### config.mk
export PLATFORM = sky130hd
export DESIGN_NAME = sar_adc_logic_flat
export DESIGN_NICKNAME = d
export VERILOG_FILES = /design/src/rtl/sar_pkg.sv /design/src/rtl/sar_adc_logic_if.sv /design/src/rtl/sar_trial_reg.sv /design/src/rtl/sar_adc_logic.sv /design/src/flat_wrapper.sv
export SDC_FILE = /design/constraint.sdc
export NUM_CORES = 1
export LEC_CHECK = 0
export BUFFER_PORTS_ARGS = -buffer_cell sky130_fd_sc_hd__buf_4
export CAP_MARGIN = 15
export CORE_ASPECT_RATIO = 0.6
export CORE_UTILIZATION = 30
export DETAILED_ROUTE_END_ITERATION = 8
export GPL_TIMING_DRIVEN = 0
export SYNTH_ARGS = -nofsm -noshare
export SYNTH_HDL_FRONTEND = slang
export SYNTH_SLANG_ARGS = --single-unit
### constraint.sdc
create_clock -name clk -period 1.4 [get_ports clk]
set_input_delay 0.35 -clock clk [delete_from_list [all_inputs] [get_ports clk]]
set_output_delay 0.35 -clock clk [all_outputs]
set_load 0.02 [all_outputs]
### src/rtl/sar_pkg.sv
// rtl/sar_pkg.sv - shared state encoding and widths for the SAR conversion engine
package sar_pkg;

    typedef enum logic [1:0] {
        IDLE   = 2'd0,
        SAMPLE = 2'd1,
        BIT    = 2'd2,
        DONE   = 2'd3
    } sar_state_e;

    localparam int CNT_W = 4;

endpackage

### src/rtl/sar_adc_logic_if.sv
// rtl/sar_adc_logic_if.sv - sequencer handshake and comparator/DAC signals of the SAR engine
interface sar_adc_logic_if #(
    parameter int N = 8
);
    logic         adc_convert;
    logic         comp_out;
    logic         sample;
    logic [N-1:0] dac_code;
    logic [N-1:0] adc_data;
    logic         adc_done;

    modport master (
        output adc_convert,
        output comp_out,
        input  sample,
        input  dac_code,
        input  adc_data,
        input  adc_done
    );

    modport slave (
        input  adc_convert,
        input  comp_out,
        output sample,
        output dac_code,
        output adc_data,
        output adc_done
    );
endinterface

### src/rtl/sar_trial_reg.sv
// rtl/sar_trial_reg.sv - result and trial-mask registers of the binary search
module sar_trial_reg
    import sar_pkg::*;
#(
    parameter int N = 8
) (
    input  logic         clk,
    input  logic         resetb,
    input  logic         clear,
    input  logic         load,
    input  logic         step,
    input  logic         comp,
    output logic [N-1:0] code,
    output logic         last
);

    logic [N-1:0] result_q, result_d;
    logic [N-1:0] mask_q, mask_d;

    always_comb begin
        result_d = result_q;
        mask_d   = mask_q;
        if (clear) begin
            result_d = '0;
            mask_d   = '0;
        end else if (load) begin
            result_d = '0;
            mask_d   = {1'b1, {(N-1){1'b0}}};
        end else if (step) begin
            result_d = comp ? (result_q | mask_q) : result_q;
            mask_d   = mask_q >> 1;
        end
    end

    always_ff @(posedge clk) begin
        if (!resetb) begin
            result_q <= '0;
            mask_q   <= '0;
        end else begin
            result_q <= result_d;
            mask_q   <= mask_d;
        end
    end

    // Once the mask shifts out after the LSB trial, code is the settled result.
    assign code = result_q | mask_q;
    assign last = (mask_q == N'(1));

endmodule

### src/rtl/sar_adc_logic.sv
// rtl/sar_adc_logic.sv - SAR conversion FSM, sample counter and output registers
module sar_adc_logic
    import sar_pkg::*;
#(
    parameter int N             = 8,
    parameter int SAMPLE_CYCLES = 1
) (
    input  logic           clk,
    input  logic           resetb,
    sar_adc_logic_if.slave bus
);

    sar_state_e       state_q, state_d;
    logic [CNT_W-1:0] cnt_q, cnt_d;
    logic             sample_q, sample_d;
    logic             done_q, done_d;
    logic [N-1:0]     data_q, data_d;
    logic             trial_clear, trial_load, trial_step;
    logic [N-1:0]     code;
    logic             last;

    sar_trial_reg #(.N(N)) u_trial (
        .clk    (clk),
        .resetb (resetb),
        .clear  (trial_clear),
        .load   (trial_load),
        .step   (trial_step),
        .comp   (bus.comp_out),
        .code   (code),
        .last   (last)
    );

    always_comb begin
        state_d     = state_q;
        cnt_d       = cnt_q;
        sample_d    = sample_q;
        done_d      = done_q;
        data_d      = data_q;
        trial_clear = 1'b0;
        trial_load  = 1'b0;
        trial_step  = 1'b0;
        case (state_q)
            IDLE: begin
                sample_d = 1'b0;
                done_d   = 1'b0;
                if (bus.adc_convert) begin
                    state_d  = SAMPLE;
                    sample_d = 1'b1;
                    cnt_d    = CNT_W'(SAMPLE_CYCLES - 1);
                end
            end
            SAMPLE: begin
                if (!bus.adc_convert) begin
                    state_d     = IDLE;
                    sample_d    = 1'b0;
                    trial_clear = 1'b1;
                end else if (cnt_q == '0) begin
                    state_d    = BIT;
                    sample_d   = 1'b0;
                    trial_load = 1'b1;
                end else begin
                    cnt_d = cnt_q - CNT_W'(1);
                end
            end
            BIT: begin
                if (!bus.adc_convert) begin
                    state_d     = IDLE;
                    trial_clear = 1'b1;
                end else begin
                    trial_step = 1'b1;
                    // On the LSB trial the mask is 1, so the final result is the
                    // upper code bits with the comparator decision in bit 0.
                    if (last) begin
                        state_d = DONE;
                        done_d  = 1'b1;
                        data_d  = {code[N-1:1], bus.comp_out};
                    end
                end
            end
            DONE: begin
                if (!bus.adc_convert) begin
                    state_d     = IDLE;
                    done_d      = 1'b0;
                    trial_clear = 1'b1;
                end
            end
            default: begin
                state_d     = IDLE;
                sample_d    = 1'b0;
                done_d      = 1'b0;
                trial_clear = 1'b1;
            end
        endcase
    end

    always_ff @(posedge clk) begin
        if (!resetb) begin
            state_q  <= IDLE;
            cnt_q    <= '0;
            sample_q <= 1'b0;
            done_q   <= 1'b0;
            data_q   <= '0;
        end else begin
            state_q  <= state_d;
            cnt_q    <= cnt_d;
            sample_q <= sample_d;
            done_q   <= done_d;
            data_q   <= data_d;
        end
    end

    assign bus.sample   = sample_q;
    assign bus.adc_done = done_q;
    assign bus.adc_data = data_q;
    assign bus.dac_code = code;

endmodule
### src/flat_wrapper.sv
// flat-port wrapper written by rule: the top's interface ports become plain ports
module sar_adc_logic_flat import sar_pkg::*;
#(
    parameter int N             = 8,
    parameter int SAMPLE_CYCLES = 1
)
  (clk, resetb, bus_adc_convert, bus_comp_out, bus_sample, bus_dac_code, bus_adc_data, bus_adc_done);
  sar_adc_logic_if #(.N(N)) bus_i ();
  input  logic clk;
  input  logic resetb;
  input wire logic [$bits(bus_i.adc_convert)-1:0] bus_adc_convert;
  input wire logic [$bits(bus_i.comp_out)-1:0] bus_comp_out;
  output wire logic [$bits(bus_i.sample)-1:0] bus_sample;
  output wire logic [$bits(bus_i.dac_code)-1:0] bus_dac_code;
  output wire logic [$bits(bus_i.adc_data)-1:0] bus_adc_data;
  output wire logic [$bits(bus_i.adc_done)-1:0] bus_adc_done;
  assign bus_i.adc_convert = bus_adc_convert;
  assign bus_i.comp_out = bus_comp_out;
  assign bus_sample = bus_i.sample;
  assign bus_dac_code = bus_i.dac_code;
  assign bus_adc_data = bus_i.adc_data;
  assign bus_adc_done = bus_i.adc_done;
  sar_adc_logic #(.N(N), .SAMPLE_CYCLES(SAMPLE_CYCLES)) u_core (.clk(clk), .resetb(resetb), .bus(bus_i));
endmodule
======== Word level (Yosys, flattened, before mapping) ========
Index checks and enable logic that the tools add are counted.
storage, ports and cells
  register bits after elaboration ......... 32
  output and inout bits ................... 18
cells by class
  reduce and logical (&&, ||, !) cells .... 14
  equal/unequal tests ..................... 12
  muxes and demuxes ....................... 27
  $add $sub $neg .......................... 1
  bitwise logic cells ..................... 2
operators by type and width
  cell                                                   count
  2-to-1 mux 8 bit                                       2
  2-to-1 mux 1 bit                                       12
  2-to-1 mux 2 bit                                       6
  2-to-1 mux 4 bit                                       3
  AND reduction 4 bit                                    3
  inequality test 2 bit, second input constant           5
  equality test 8 x 1 -> 1 bit, second input constant    1
  OR 8 bit                                               1
  case mux 2 bit (4 select lines)                        1
  case mux 4 bit (2 select lines)                        1
  inequality test 3 x 2 -> 1 bit, second input constant  2
  OR reduction 3 bit                                     2
  equality test 2 bit, second input constant             2
  logical NOT 4 bit                                      1
  AND reduction 2 bit                                    2
  nonzero test 2 bit                                     2
  subtractor 4 x 1 -> 4 bit, second input constant       1
  case mux 1 bit (3 select lines)                        1
  AND reduction 3 bit                                    1
  nonzero test 3 bit                                     1
  equality test 2 x 1 -> 1 bit, second input constant    1
  logical NOT 2 bit                                      1
  inequality test 2 x 1 -> 1 bit, second input constant  1
  case mux 1 bit (2 select lines)                        1
  other kinds (2)                                        2

======== Depth between registers and ports, before layout ========
  word-level depth ........................ 5
  mapped depth ............................ 6
  gate-level depth less buffers ........... 5

======== Cells and area by module ========
A second synthesis with hierarchy kept.
second synthesis, totals
  cell total of the unflattened synthesis .. 155
  area total of the unflattened synthesis .. 1478.9 um^2
by module, submodules not included
  module         area each (um^2)  instances  cells an instance
  sar_adc_logic  835.8             1          89
  sar_trial_reg  643.1             1          66

======== Worst setup path after synthesis ========
OpenSTA, ideal clock, no wires.
  path type ............................... reg2reg
  from .................................... register u_core.cnt_q[0]
  to ...................................... register u_core.u_trial.result_q[1]
  setup time .............................. 114 ps
  cell stages (with the launch flop) ...... 7
  path slack .............................. -107 ps
  period minus slack after synthesis ...... 1507 ps
  arrival ................................. 1394 ps
  data required time ...................... 1286 ps
  path through ............................ dfxtp_1 inv_1 ha_1 or3b_4 o221ai_4 buf_8 nor2_1
between the ends
  longest elaborated chain between the ends .. 5
ends and longest elaborated chain
  what                                 RTL line              source
  from (decl)                          sar_adc_logic.sv:14   logic [CNT_W-1:0] cnt_q, cnt_d;
  from (signal assigned)               sar_adc_logic.sv:105  cnt_q <= cnt_d;
  logical NOT 4 bit                    sar_adc_logic.sv:57   end else if (cnt_q == '0) begin
  2-to-1 mux 1 bit                     sar_adc_logic.sv:57
  2-to-1 mux 1 bit                     sar_adc_logic.sv:53   if (!bus.adc_convert) begin
  2-to-1 mux 1 bit                     sar_adc_logic.sv:42   case (state_q)
  OR reduction 3 bit (no source line)  -
  to (signal assigned)                 sar_trial_reg.sv:40   result_q <= result_d;
  to (decl)                            sar_trial_reg.sv:17   logic [N-1:0] result_q, result_d;
Every way passes these cells.
A chain may end at the register's enable or synchronous reset.

======== Worst setup path in the final report ========
  from .................................... register u_core.cnt_q[1]
  to ...................................... register u_core.u_trial.mask_q[2]
between the ends
  longest elaborated chain between the ends .. 5
ends and longest elaborated chain
  what                                 RTL line             source
  logical NOT 4 bit                    sar_adc_logic.sv:57
  2-to-1 mux 1 bit                     sar_adc_logic.sv:57
  2-to-1 mux 1 bit                     sar_adc_logic.sv:53
  2-to-1 mux 1 bit                     sar_adc_logic.sv:42
  OR reduction 3 bit (no source line)  -
  to (signal assigned)                 sar_trial_reg.sv:41  mask_q <= mask_d;
  to (decl)                            sar_trial_reg.sv:18  logic [N-1:0] mask_q, mask_d;
Every way passes these cells.

==> results.txt <==
----------------------------------------------------
[Power and ir drop]
  Total chip power ... 1.95 mW
  Highest ir drop seen on vdd ... 369 µV
  Sw Pwr ... 0.517 mW
  Fraction of power consumed by combinational cells ... 14.5%
  Cell leakage power ... 0.819 nW
  Cell internal power dissipation ... 1.43 mW
  Sw Ratio ... 26.5%
  Power share of the clock group ... 37.6%
  Power Density ... 975 nW/µm²
  Register share of total power ... 47.8%

[STA]
  Skew final ... 0.00405 ns
  Max transition margin ... 66.3%
  Final Hold Fails ... 0
  Unrepaired setup endpoints after global routing ... true
  Fmax ... 666 MHz
  Finish-stage setup viols ... 21
  Setup TNS Final ... -1.53 ns
  Share of the clock period used by the worst path after layout ... 107%
  Max-slew violation count ... 0
  Final critical-path required period ... 1.50 ns
  Final WS setup ... -0.102 ns
  Pin slew with the least headroom to its limit ... 0.505 ns

[Die]
  Die height ... 55.9 µm
  Die Width ... 91.8 µm
  Cell row count ... 19
  Floorplan Core Area ... 4610 µm²
  Count of pins on the block boundary ... 22
  Initial Utilization ... 31.5%
  Die Area ... 5130 µm²

[Critical path]
  Worst reg2reg path startpoint ... u_core.cnt_q[1]
  List of cells traversed by the critical path ... inv_2 -> ha_4 -> or3b_4 -> o221ai_4 -> buf_8 -> a21oi_1
  Launch point of the worst path ... u_core.cnt_q[1]
  Top cell family by delay on the critical path ... simple AND/OR/NAND/NOR gates
  Endpoint class of the critical path ... flip-flop
  Critical Setup Path Class ... reg -> reg
  Kind of launch point of the worst setup path ... flip-flop
  Critical path data arrival time ... 1.68 ns
  Maximum fanout encountered on the critical timing path ... 10
  Critical Path Max Stage Delay ... 0.40 ns
  Total buffers and inverters traversed by the critical path ... 2
  Instance count on the critical path ... 6
  Crit path required time ... 1.58 ns
  Setup slack of the worst register-to-register path ... -0.10 ns
  Cell depth of the worst flop-to-flop path ... 6
  Endpoint of the most critical setup path ... u_core.u_trial.mask_q[2]
  Destination of the worst register-to-register timing path ... u_core.u_trial.mask_q[2]
  Cell at the slowest stage of the critical path ... sky130_fd_sc_hd__or3b_4

[Detailed routing]
  Via count of the routed design ... 1280
  Average wire per standard cell ... 13.1 µm
  Mean number of vias per cell ... 4.72
  Pre-Repair DR Iteration Count ... 4
  Remaining antenna violation count ... 0
  Initial drt markers ... 84
  Total wire length after detailed routing ... 3.55 mm
  Residual DRC ... 0

[Finish]
  Fraction of final layout cells sized beyond drive strength 1 ... 40.4%
  Final Cell Area ... 2000 µm²
  Non-filler cells, final ... 271
  Most common library cell in the layout ignoring fill and taps ... sky130_fd_sc_hd__nand2_1
  Share of the core filled with cells in the final layout ... 43.4%
  Most frequent cells in the layout ... 36 x sky130_fd_sc_hd__nand2_1, 25 x sky130_fd_sc_hd__buf_4, 23 x sky130_fd_sc_hd__dfxtp_1, 15 x sky130_fd_sc_hd__a21oi_1, 10 x sky130_fd_sc_hd__buf_6
  Area growth from synthesis to layout ... 37.8%
  Ant. Diodes ... 0
  Number of nets at the end of the flow ... 213

[Run status]
  Failing checks ... setup timing
  Status ... complete, but fails checks

[Clock network]
  Total CTS buffers ... 5
  Sink count of the clock tree ... 32
  Clock insertion delay at the later pin of the skew report ... 0.28 ns
  Clock buffer depth ... 2
  Clock root buffer ... sky130_fd_sc_hd__clkbuf_8
  Clock tree from TritonCTS ... yes
  CTS H-tree depth ... 2
  Clock Pin Slew Worst Setup and Hold Paths ... 0.07 ns

[Synthesis]
  Count of state elements after synthesis ... 32
  Count of flip-flops with a built-in enable after synthesis ... 0
  Post-synthesis instance area ... 1450 µm²
  Yosys Warn Count ... 0
  Average cell area after synthesis ... 8.80 µm²
  Register area share after synthesis ... 44.1%
  Fraction of registers with async set or reset after synthesis ... 0%
  Yosys cell types ... 38
  Top flip-flop cell by instance count after synthesis ... sky130_fd_sc_hd__dfxtp_1
  Syn_nets ... 171
  Count of mapped cells out of synthesis ... 165

[Global routing]
  Largest net degree at the start of global routing ... 11
  Remaining Overflow, GRT ... 0
  Antenna violations before repair ... 0
  Total routing usage reported by global routing ... 14.9%
  Wire length of the first global-routing pass ... 5.73 mm
  Vias in the first global route ... 1128

[Place]
  Instance area at placement ... 1700 µm²
  Post-Place Cells ... 248
  Final RePlAce weighted congestion ... 0.770
  Port Buf Inserts ... 20
  Post-detailed-placement half-perimeter wirelength ... 2.35 mm

[Job]
  Max-cap violations ... 0

[Hold path]
  Worst min-delay path category ... in -> reg
  Worst hold path stage count ... 3

----------------------------------------------------
-- what timing repair did --
action | 4_1_cts | 5_1_grt
endpoints found under the setup margin | 24 | 35
cloned | 0 | 0
hold buffers | 0 | 0
buffers inserted | 12 | 3
pin swaps | 2 | 7
gates resized for setup | 27 | 8
-- cell type report --
| type | instances | area [µm²] |
|---|---|---|
| tap | 63 | 78.8 |
| fill | 462 | 2610 |
| clock inverter | 2 | 10.0 |
| sequential | 32 | 664 |
| inverter | 5 | 18.8 |
| timing repair buffer | 35 | 300 |
| clock buffer | 6 | 82.6 |
| multi-input combinational | 119 | 796 |
| buffer | 9 | 51.3 |
-- state kept, by name (all words and copies together), names as in the netlist --
signal	count
u_core.state_q	2
u_core.cnt_q	4
u_core.bus.adc_data	8
u_core.u_trial.mask_q	8
u_core.bus.adc_done	1
u_core.u_trial.result_q	8
u_core.bus.sample	1
-- per-layer routing --
metal | vias to the layer above | global-route usage (%) | share of wire (%)
li1 | 650 | - | -
met1 | 592 | 23.2 | 56
met2 | 31 | 17.9 | 37
met3 | 7 | 5.46 | 5.5
met4 | 0 | 5.36 | 1.3
met5 | - | 0 | 0
-- through the flow --
step	hold WS, ns	setup WS [ns]
after global placement	0.440	-0.174
after detailed placement	0.455	-0.162
after global routing	0.345	-0.147
after CTS	0.340	-0.0975
final	0.342	-0.102
after floorplan	0.430	-0.0358
-- power groups by stage --
stage	logic [mW]	clock network [mW]	registers [mW]
after CTS	0.269	0.754	0.933
after detailed placement	0.224	0	0.967
after global routing	0.303	0.804	0.935
final	0.284	0.734	0.933
after global placement	0.226	0	0.967
after floorplan	0.165	0	0.966
-- synth_stat cells (2+ instances only) --
| library cell | n | area [µm²] |
|---|---|---|
| sky130_fd_sc_hd__a21oi_1 | 20 | 100 |
| sky130_fd_sc_hd__buf_1 | 2 | 7.51 |
| sky130_fd_sc_hd__buf_2 | 5 | 25.0 |
| sky130_fd_sc_hd__dfxtp_1 | 32 | 641 |
| sky130_fd_sc_hd__ha_1 | 2 | 25.0 |
| sky130_fd_sc_hd__inv_1 | 5 | 18.8 |
| sky130_fd_sc_hd__mux2i_1 | 9 | 90.1 |
| sky130_fd_sc_hd__nand2_1 | 37 | 139 |
| sky130_fd_sc_hd__nand2b_1 | 3 | 18.8 |
| sky130_fd_sc_hd__nand3_1 | 2 | 10.0 |
| sky130_fd_sc_hd__nand4_1 | 2 | 12.5 |
| sky130_fd_sc_hd__nor2_1 | 9 | 33.8 |
| sky130_fd_sc_hd__nor2b_1 | 2 | 12.5 |
| sky130_fd_sc_hd__o21ai_0 | 2 | 10.0 |
| sky130_fd_sc_hd__o22ai_1 | 2 | 12.5 |
| sky130_fd_sc_hd__o32ai_1 | 2 | 17.5 |
| sky130_fd_sc_hd__or2_2 | 8 | 50.1 |
-- worst min-delay path, stage by stage --
cell and delay (ns):
sky130_fd_sc_hd__buf_4 0.12, sky130_fd_sc_hd__nand2_1 0.05, sky130_fd_sc_hd__mux2i_1 0.06
-- cells by family after synthesis --
group / share of synthesized area [%]
AO/OA/AOI/OAI: 14.3
multiplexers: 6.20
flip-flops: 44.1
adder cells (fa/ha/maj): 1.72
AND/OR/NAND/NOR: 28.9
buffers and inverters: 4.82
-- worst min path at each step --
| stage | from | to | slack [ns] |
|---|---|---|---|
| CTS | bus_comp_out | u_core.bus.adc_data[0] | 0.34 |
| detailed placement | u_core.u_trial.result_q[0] | u_core.u_trial.result_q[0] | 0.46 |
| floorplan | u_core.u_trial.result_q[0] | u_core.u_trial.result_q[0] | 0.43 |
| global route | bus_comp_out | u_core.bus.adc_data[0] | 0.34 |
| finish | bus_comp_out | u_core.bus.adc_data[0] | 0.34 |
| global placement | u_core.u_trial.result_q[0] | u_core.u_trial.result_q[0] | 0.44 |
(Power assumes the default switching activity.)
